===== src/rtl/reset_sequencer_pkg.sv =====
// Shared definitions for the staged reset sequencer: FSM states, reset-cause
// codes and the counter-width helper.
package reset_sequencer_pkg;

   typedef enum logic [1:0] {
      HOLD    = 2'd0,
      RELEASE = 2'd1,
      RUN     = 2'd2
   } seq_state_t;

   localparam logic [1:0] CAUSE_EXT     = 2'd0;
   localparam logic [1:0] CAUSE_SOFT    = 2'd1;
   localparam logic [1:0] CAUSE_TIMEOUT = 2'd2;

   // Width needed to count up to the larger of two terminal values.
   function automatic int unsigned cnt_width(input int unsigned a, input int unsigned b);
      int unsigned m;
      m = (a > b) ? a : b;
      return $clog2(m + 1);
   endfunction

endpackage


===== src/rtl/sequencer_timer.sv =====
// Saturating up-counter with synchronous clear/enable and a terminal-value
// compare; shared by the hold and inter-stage gap timers.
module sequencer_timer #(
   parameter int unsigned WIDTH = 8
) (
   input  logic             clk,
   input  logic             rst,
   input  logic             clr,
   input  logic             en,
   input  logic [WIDTH-1:0] term,
   output logic [WIDTH-1:0] count,
   output logic             at_term
);

   always_ff @(posedge clk or posedge rst) begin
      if (rst) begin
         count <= '0;
      end else if (clr) begin
         count <= '0;
      end else if (en && (count != '1)) begin
         count <= count + 1'b1;
      end
   end

   assign at_term = (count == term);

endmodule


===== src/rtl/reset_sequencer.sv =====
// Staged reset release: holds every stage in reset, then releases them one at
// a time, waiting for each stage's ready before moving on.
module reset_sequencer
   import reset_sequencer_pkg::*;
#(
   parameter int unsigned NUM_STAGES    = 3,
   parameter int unsigned MIN_ASSERT    = 32,
   parameter int unsigned STAGE_GAP     = 16,
   parameter int unsigned READY_TIMEOUT = 256
) (
   input  logic                  sys_clk,
   input  logic                  rst_sig,
   input  logic                  sw_rst_req,
   input  logic [NUM_STAGES-1:0] stage_ready,
   output logic [NUM_STAGES-1:0] stage_rst,
   output logic                  sys_ready,
   output logic [1:0]            rst_cause,
   output logic [2:0]            fault_stage
);

   localparam int unsigned    CNT_W     = cnt_width(MIN_ASSERT, READY_TIMEOUT);
   localparam logic [CNT_W-1:0] HOLD_TERM = CNT_W'(MIN_ASSERT - 1);
   localparam logic [CNT_W-1:0] GAP_MIN   = CNT_W'(STAGE_GAP - 1);
   localparam logic [CNT_W-1:0] GAP_TERM  = CNT_W'(READY_TIMEOUT - 1);
   localparam logic [2:0]       LAST      = 3'(NUM_STAGES - 1);

   seq_state_t       state;
   logic [2:0]       k;
   logic             hold_done;
   logic [CNT_W-1:0] hold_cnt_unused;
   logic [CNT_W-1:0] gap_count;
   logic             gap_expired;
   logic             ready_k;
   logic             advance;
   logic             drop;
   logic [2:0]       drop_idx;

   always_comb begin
      ready_k  = 1'b0;
      drop     = 1'b0;
      drop_idx = '0;
      for (int unsigned i = 0; i < NUM_STAGES; i++) begin
         if (k == 3'(i)) ready_k = stage_ready[i];
      end
      // Scan downwards so the lowest dropped stage is the one reported.
      for (int unsigned i = NUM_STAGES; i > 0; i--) begin
         if (!stage_ready[i-1]) begin
            drop     = 1'b1;
            drop_idx = 3'(i - 1);
         end
      end
   end

   assign advance = (state == RELEASE) && (gap_count >= GAP_MIN) && ready_k;

   sequencer_timer #(.WIDTH(CNT_W)) u_hold_timer (
      .clk     (sys_clk),
      .rst     (rst_sig),
      .clr     (state != HOLD),
      .en      (state == HOLD),
      .term    (HOLD_TERM),
      .count   (hold_cnt_unused),
      .at_term (hold_done)
   );

   // Restarting on each advance makes the count relative to the latest release.
   sequencer_timer #(.WIDTH(CNT_W)) u_gap_timer (
      .clk     (sys_clk),
      .rst     (rst_sig),
      .clr     ((state != RELEASE) || advance),
      .en      (state == RELEASE),
      .term    (GAP_TERM),
      .count   (gap_count),
      .at_term (gap_expired)
   );

   always_ff @(posedge sys_clk or posedge rst_sig) begin
      if (rst_sig) begin
         state       <= HOLD;
         k           <= '0;
         stage_rst   <= '1;
         sys_ready   <= 1'b0;
         rst_cause   <= CAUSE_EXT;
         fault_stage <= '0;
      end else begin
         unique case (state)
            HOLD: begin
               if (hold_done) begin
                  state     <= RELEASE;
                  k         <= '0;
                  stage_rst <= stage_rst << 1;
               end
            end
            RELEASE: begin
               if (sw_rst_req) begin
                  state     <= HOLD;
                  k         <= '0;
                  stage_rst <= '1;
                  rst_cause <= CAUSE_SOFT;
               end else if (advance) begin
                  if (k == LAST) begin
                     state     <= RUN;
                     sys_ready <= 1'b1;
                  end else begin
                     k         <= k + 3'd1;
                     stage_rst <= stage_rst << 1;
                  end
               end else if (gap_expired) begin
                  state       <= HOLD;
                  k           <= '0;
                  stage_rst   <= '1;
                  rst_cause   <= CAUSE_TIMEOUT;
                  fault_stage <= k;
               end
            end
            RUN: begin
               if (sw_rst_req) begin
                  state     <= HOLD;
                  k         <= '0;
                  stage_rst <= '1;
                  sys_ready <= 1'b0;
                  rst_cause <= CAUSE_SOFT;
               end else if (drop) begin
                  state       <= HOLD;
                  k           <= '0;
                  stage_rst   <= '1;
                  sys_ready   <= 1'b0;
                  rst_cause   <= CAUSE_TIMEOUT;
                  fault_stage <= drop_idx;
               end
            end
            default: begin
               state <= HOLD;
            end
         endcase
      end
   end

endmodule


===== config.mk =====
export PLATFORM = sky130hd
export DESIGN_NAME = reset_sequencer
export DESIGN_NICKNAME = d
export VERILOG_FILES = /design/src/rtl/reset_sequencer_pkg.sv /design/src/rtl/sequencer_timer.sv /design/src/rtl/reset_sequencer.sv
export SDC_FILE = /design/constraint.sdc
export NUM_CORES = 1
export LEC_CHECK = 0
export ABC_CLOCK_PERIOD_IN_PS = 4900
export BUFFER_PORTS_ARGS = -buffer_cell sky130_fd_sc_hd__buf_2
export CAP_MARGIN = 20
export CORE_AREA = 2 2 58 60
export CTS_CLUSTER_DIAMETER = 40
export DETAILED_ROUTE_END_ITERATION = 10
export DIE_AREA = 0 0 60 62
export GPL_ROUTABILITY_DRIVEN = 0
export HOLD_SLACK_MARGIN = 0.08
export PLACE_DENSITY = 0.91
export SYNTH_ARGS = -nofsm -noshare
export SYNTH_HDL_FRONTEND = slang
export SYNTH_SLANG_ARGS = --single-unit

===== constraint.sdc =====
create_clock -name sys_clk -period 4.9 [get_ports sys_clk]
set_input_delay 0.49 -clock sys_clk [delete_from_list [all_inputs] [get_ports sys_clk]]
set_output_delay 0.49 -clock sys_clk [all_outputs]
set_load 0.01 [all_outputs]

# After elaboration in Yosys (flattened, before gate mapping)
# Cells that the tools add are included.
totals:
  ff_bits: 32
  latch_bits: 0
  ram_bits: 0
  romBits: 0
  inputBits: 6
  mem_count: 0
op_classes:
  addsub: 3
  multipliers: 0
  n_div: 0
  order_cmp: 1
  n_eq_ne: 23
  shift: 0
  muxes: 55
  bitwise: 0
  reduce_logical: 17
op_table:
  columns: ["cell", "n"]
  rows:
  - ["$mux 3", 21]
  - ["$mux 9", 4]
  - ["$mux 2", 13]
  - ["$add 9x1->9 const B", 2]
  - ["$ne 9x9->1 const B", 2]
  - ["$pmux 3 s3", 2]
  - ["$ne 2x2->1 const B", 8]
  - ["$ne 4x4->1 const B", 3]
  - ["$mux 1", 11]
  - ["$reduce_and 5->1", 2]
  - ["$eq 9x5->1 const B", 1]
  - ["$eq 9x8->1 const B", 1]
  - ["$ge 9x4->1 const B", 1]
  - ["$ne 3x3->1 const B", 3]
  - ["$reduce_and 4->1", 2]
  - ["$reduce_bool 2->1", 4]
  - ["$pmux 2 s3", 1]
  - ["$pmux 3 s2", 1]
  - ["$reduce_and 6->1", 1]
  - ["$logic_and 1x1->1", 4]
  - ["$pmux 2 s2", 1]
  - ["$add 3x1->3 const B", 1]
  - ["$eq 3x1->1 const B", 1]
  - ["$eq 3x2->1 const B", 1]
  - ["other kinds (8)", 8]

# Depth between registers and ports, before layout
logic_depth:
  depth_word: 8
  depth_mapped: 9
  mapped_depth_nobuf: 9

# Hierarchy
# From an unflattened synthesis, not the netlist that was laid out.
unflattened:
  cells_unflattened: 222
  area_unflattened_um2: 2127.0
by_module_without_submodules:
  columns: ["module", "instances", "cells_each", "area_each_um2"]
  rows:
  - ["sequencer_timer", 2, 59, 568.0]
  - ["reset_sequencer", 1, 104, 991.0]

# Worst setup path before layout
# No wires, ideal clock.
synth_timing:
  path_type: "reg-to-reg"
  start: "register k[0]"
  end: "register stage_rst[1]"
  setup_time_ns: 0.085
  t_arrival_ns: 2.064
  required_time_ns: 4.815
  slack_ns: 2.752
  stages_incl_launch_ff: 8
  n_path_buf: 0
  synth_period_minus_slack_ns: 2.148
  path_cell_list: "dfrtp_1 -> inv_1 -> ha_1 -> nor2b_1 -> a2111oi_1 -> a21oi_1 -> nand3b_2 -> mux2_1"
synth_between:
  elab_chain_cells: 8
  word_cells_on_any_way: 13
synth_lines:
  columns: ["item", "line_no", "text"]
  rows:
  - ["from (decl)", "reset_sequencer.sv:28", "logic [2:0] k;"]
  - ["from (signal assigned)", "reset_sequencer.sv:105", "k <= k + 3'd1;"]
  - ["$logic_not 3->1", "reset_sequencer.sv:43", "if (k == 3'(i)) ready_k = stage_ready[i];"]
  - ["$mux 1 (3 in series)", "reset_sequencer.sv:43", null]
  - ["$logic_and 1x1->1", "reset_sequencer.sv:54", "assign advance = (state == RELEASE) && (gap_count >= GAP_MIN) && ready_k;"]
  - ["$mux 3", "reset_sequencer.sv:100", "end else if (advance) begin"]
  - ["$mux 3", "reset_sequencer.sv:95", "if (sw_rst_req) begin"]
  - ["$pmux 3 s3", "reset_sequencer.sv:86", "unique case (state)"]
  - ["to (signal assigned)", "reset_sequencer.sv:91", "stage_rst <= stage_rst << 1;"]
  - ["to (signal assigned)", "reset_sequencer.sv:106", "stage_rst <= stage_rst << 1;"]
  - ["to (decl)", "reset_sequencer.sv:15", "output logic [NUM_STAGES-1:0] stage_rst,"]
# Several ways; a longest one is shown, not always the timed one.
# A chain may end at the register's enable or synchronous reset.

# Final worst setup path
# Ends and elaborated chain as after synthesis.

==> results.txt <==
Outcome = finished clean
Crit path from = k[0]
Die ar. = 0.003720 mm²
Total Routing Usage GR = 21.35%
Fin util = 66.04%
Residual DRC count = 0
Largest net degree at the start of global routing = 33
Worst-case reg-to-reg path depth = 7
Share of cells above drive strength 1 = 16.75%
Pwr/cell area = 415.9 mW/mm²
Leak = 0.9568 nW
Global route overflow = 0
Port-buffer cells = 14
Final TNS setup = 0 ps
Peak supply drop = 0.3163 mV
Die width = 60 µm
CP Data Required Time = 5170 ps
Hold Vio Cnt, Final = 0
Slew HR = 60.99%
Clock Sinks = 32
Core area = 0.003179 mm²
Final setup viols = 0
Clk_skew = 12.61 ps
Max Slew Vio Count = 0
Critical setup path kind = flip-flop to flip-flop
CTS clk-pin slew, worst paths = 110 ps
Initial drt markers = 49
Hold Path Class = primary input to async pin
Initial antenna violation count = 0
Maximum clock frequency = 415.5 MHz
Number of library cell types mapped by synthesis = 45
IO Count = 15
Tcrit/Tclk final = 49.12%
DR vias/cell = 5.569
Post-Syn Area = 0.001911 mm²
Avg Cell Area, Syn = 10.06 µm²
#FFs+latches synth = 32
Worst-Skew Late Latency = 350 ps
Synthesized instance count = 190
Worst slew pin tran = 583.6 ps
RSZ-0062 raised after global routing = false
CP arrival = 2680 ps
Clock buffer depth = 2
Fin crit period = 2407 ps
Routed vias = 1420
Number of synthesized flops with an enable pin = 0
Htree depth = 2
Sequential share of the synthesized area = 42.11%
Routed WL per cell = 13.45 µm
Post-CTS setup buffers = 0
Die Span Y = 62 µm
TritonCTS clock tree = done
Async set or reset register ratio after synthesis = 100.0%
Crit path launch type = flip-flop
Hold_buf cts = 0
Root buffer cell = clkbuf_4
Post-cts sizing count = 0
Ys flop type = dfrtp_1
R2r startpoint = k[0]
Net Count, Synth = 209
DP HPWL = 2399 µm
Synth warn = 0
Crit-path max FO = 6
# fillers = 240
Max Cap Violations = 0
Total Wirelength = 3430 µm
Final Net Count = 227
Final ANT Viol Nets = 0
Initial core utilization = 60.09%
Std-Cell Rows = 21
Area Growth Syn to Fin = 9.889%
Crit end category = flip-flop
Detailed Routing Iterations Pass 1 = 4
Diodes inserted = 0
CTS buffer count = 5
Number of global-route vias before repair = 1306
First-pass GRT wire length = 5858 µm
-- layout by cell type (no fill, tap or decap), types with 3 or more instances in the layout --
cell type	count
xnor2_1	7
clkbuf_4	5
dfstp_2	3
nor2_1	18
o21ai_0	3
nor2b_1	5
a21oi_1	10
xor2_1	6
mux2_1	3
and2_1	6
dfrtp_1	29
ha_1	13
nand4_1	7
mux2i_1	8
nand3_1	5
nor3b_1	3
buf_2	14
inv_1	13
nand2_1	13
-- power breakdown --
part | total, W | switching, W | internal, W
combinational | 0.000328 | 0.000181 | 0.000147
sequential | 0.000369 | 0.0000453 | 0.000324
clock | 0.000176 | 0.0000918 | 0.0000843
-- kinds of logic after synthesis --
kind of cell    Yosys count  share of synthesized area (%)
simple gates             72                          21.02
flops                    32                          42.11
compound gates           31                          12.51
buf+inv                  17                          3.340
xor+xnor                 13                          5.959
fa+ha+maj                13                          8.514
mux                      12                          6.549
-- synthesized netlist by cell type (3+ instances only) --
library cell   n  area [µm²]
a21oi_1       10       50.05
and2_1         6       37.54
clkbuf_1       4       15.01
dfrtp_1       29       725.7
dfstp_2        3       78.83
ha_1          13       162.7
inv_1         13       48.80
mux2_1         3       33.78
mux2i_1        8       80.08
nand2_1       13       48.80
nand3_1        5       25.02
nand4_1        7       43.79
nor2_1        18       67.56
nor2b_1        5       31.28
nor3b_1        3       22.52
o21ai_0        3       15.01
xnor2_1        7       61.31
xor2_1         6       52.55
-- final timing paths --
path | slack, ps | endpoint
max in group asynchronous | 4360 | stage_rst[1]
setup reg to reg | 2490 | stage_rst[1]
setup / recovery | 2490 | stage_rst[1]
min in group sys_clk | 410 | rst_cause[1]
hold reg to reg | 490 | sys_ready
hold / removal | 200 | u_gap_timer.count[4]
-- routing by layer --
layer / track usage, % / wire [µm] / part of all wire, % / up-vias
met5: 0 / 0 / 0 / -
met4: 5.714 / 46 / 1.3 / 0
met3: 6.211 / 147 / 4.3 / 5
met2: 34.32 / 1626 / 47 / 32
met1: 28.53 / 1610 / 47 / 679
li1: - / - / - / 704
-- flip-flops by register name (all words and copies together) (netlist names) --
signal / flops
u_gap_timer.count: 9
u_hold_timer.count: 9
fault_stage: 3
k: 3
stage_rst: 3
rst_cause: 2
state: 2
sys_ready: 1
-- worst max-delay path, stage by stage (launching register included) --
cell	delay [ps]
dfrtp_1	380
inv_1	100
ha_1	250
nor2b_1	170
a2111oi_1	580
a21oi_1	160
nand3b_2	340
mux2_1	360
-- through the flow --
stage	setup slack (ps)	hold WS, ps	power [W]	instance area, µm²	cells
global route	2324	233.7	0.0009369	2100	255
floorplan	2752	494.9	0.0006119	1911	190
global placement	2619	474.1	0.0006847	2031	247
detailed placement	2511	477.1	0.0006952	2031	247
CTS	2492	199.3	0.0008768	2100	255
finish	2493	198.8	0.0008732	2100	255
-- layout make-up --
type                            count  area, µm²  share of cell area [%]
Timing Repair Buffer               15      77.57                   3.695
Inverter                           13      48.80                   2.324
Tap cell                           46      57.56                   2.741
Clock buffer                        8      68.82                   3.278
Sequential cell                    32      804.5                   38.32
Multi-Input combinational cell    141       1042                   49.64
Power figures use the tool's default switching activity.
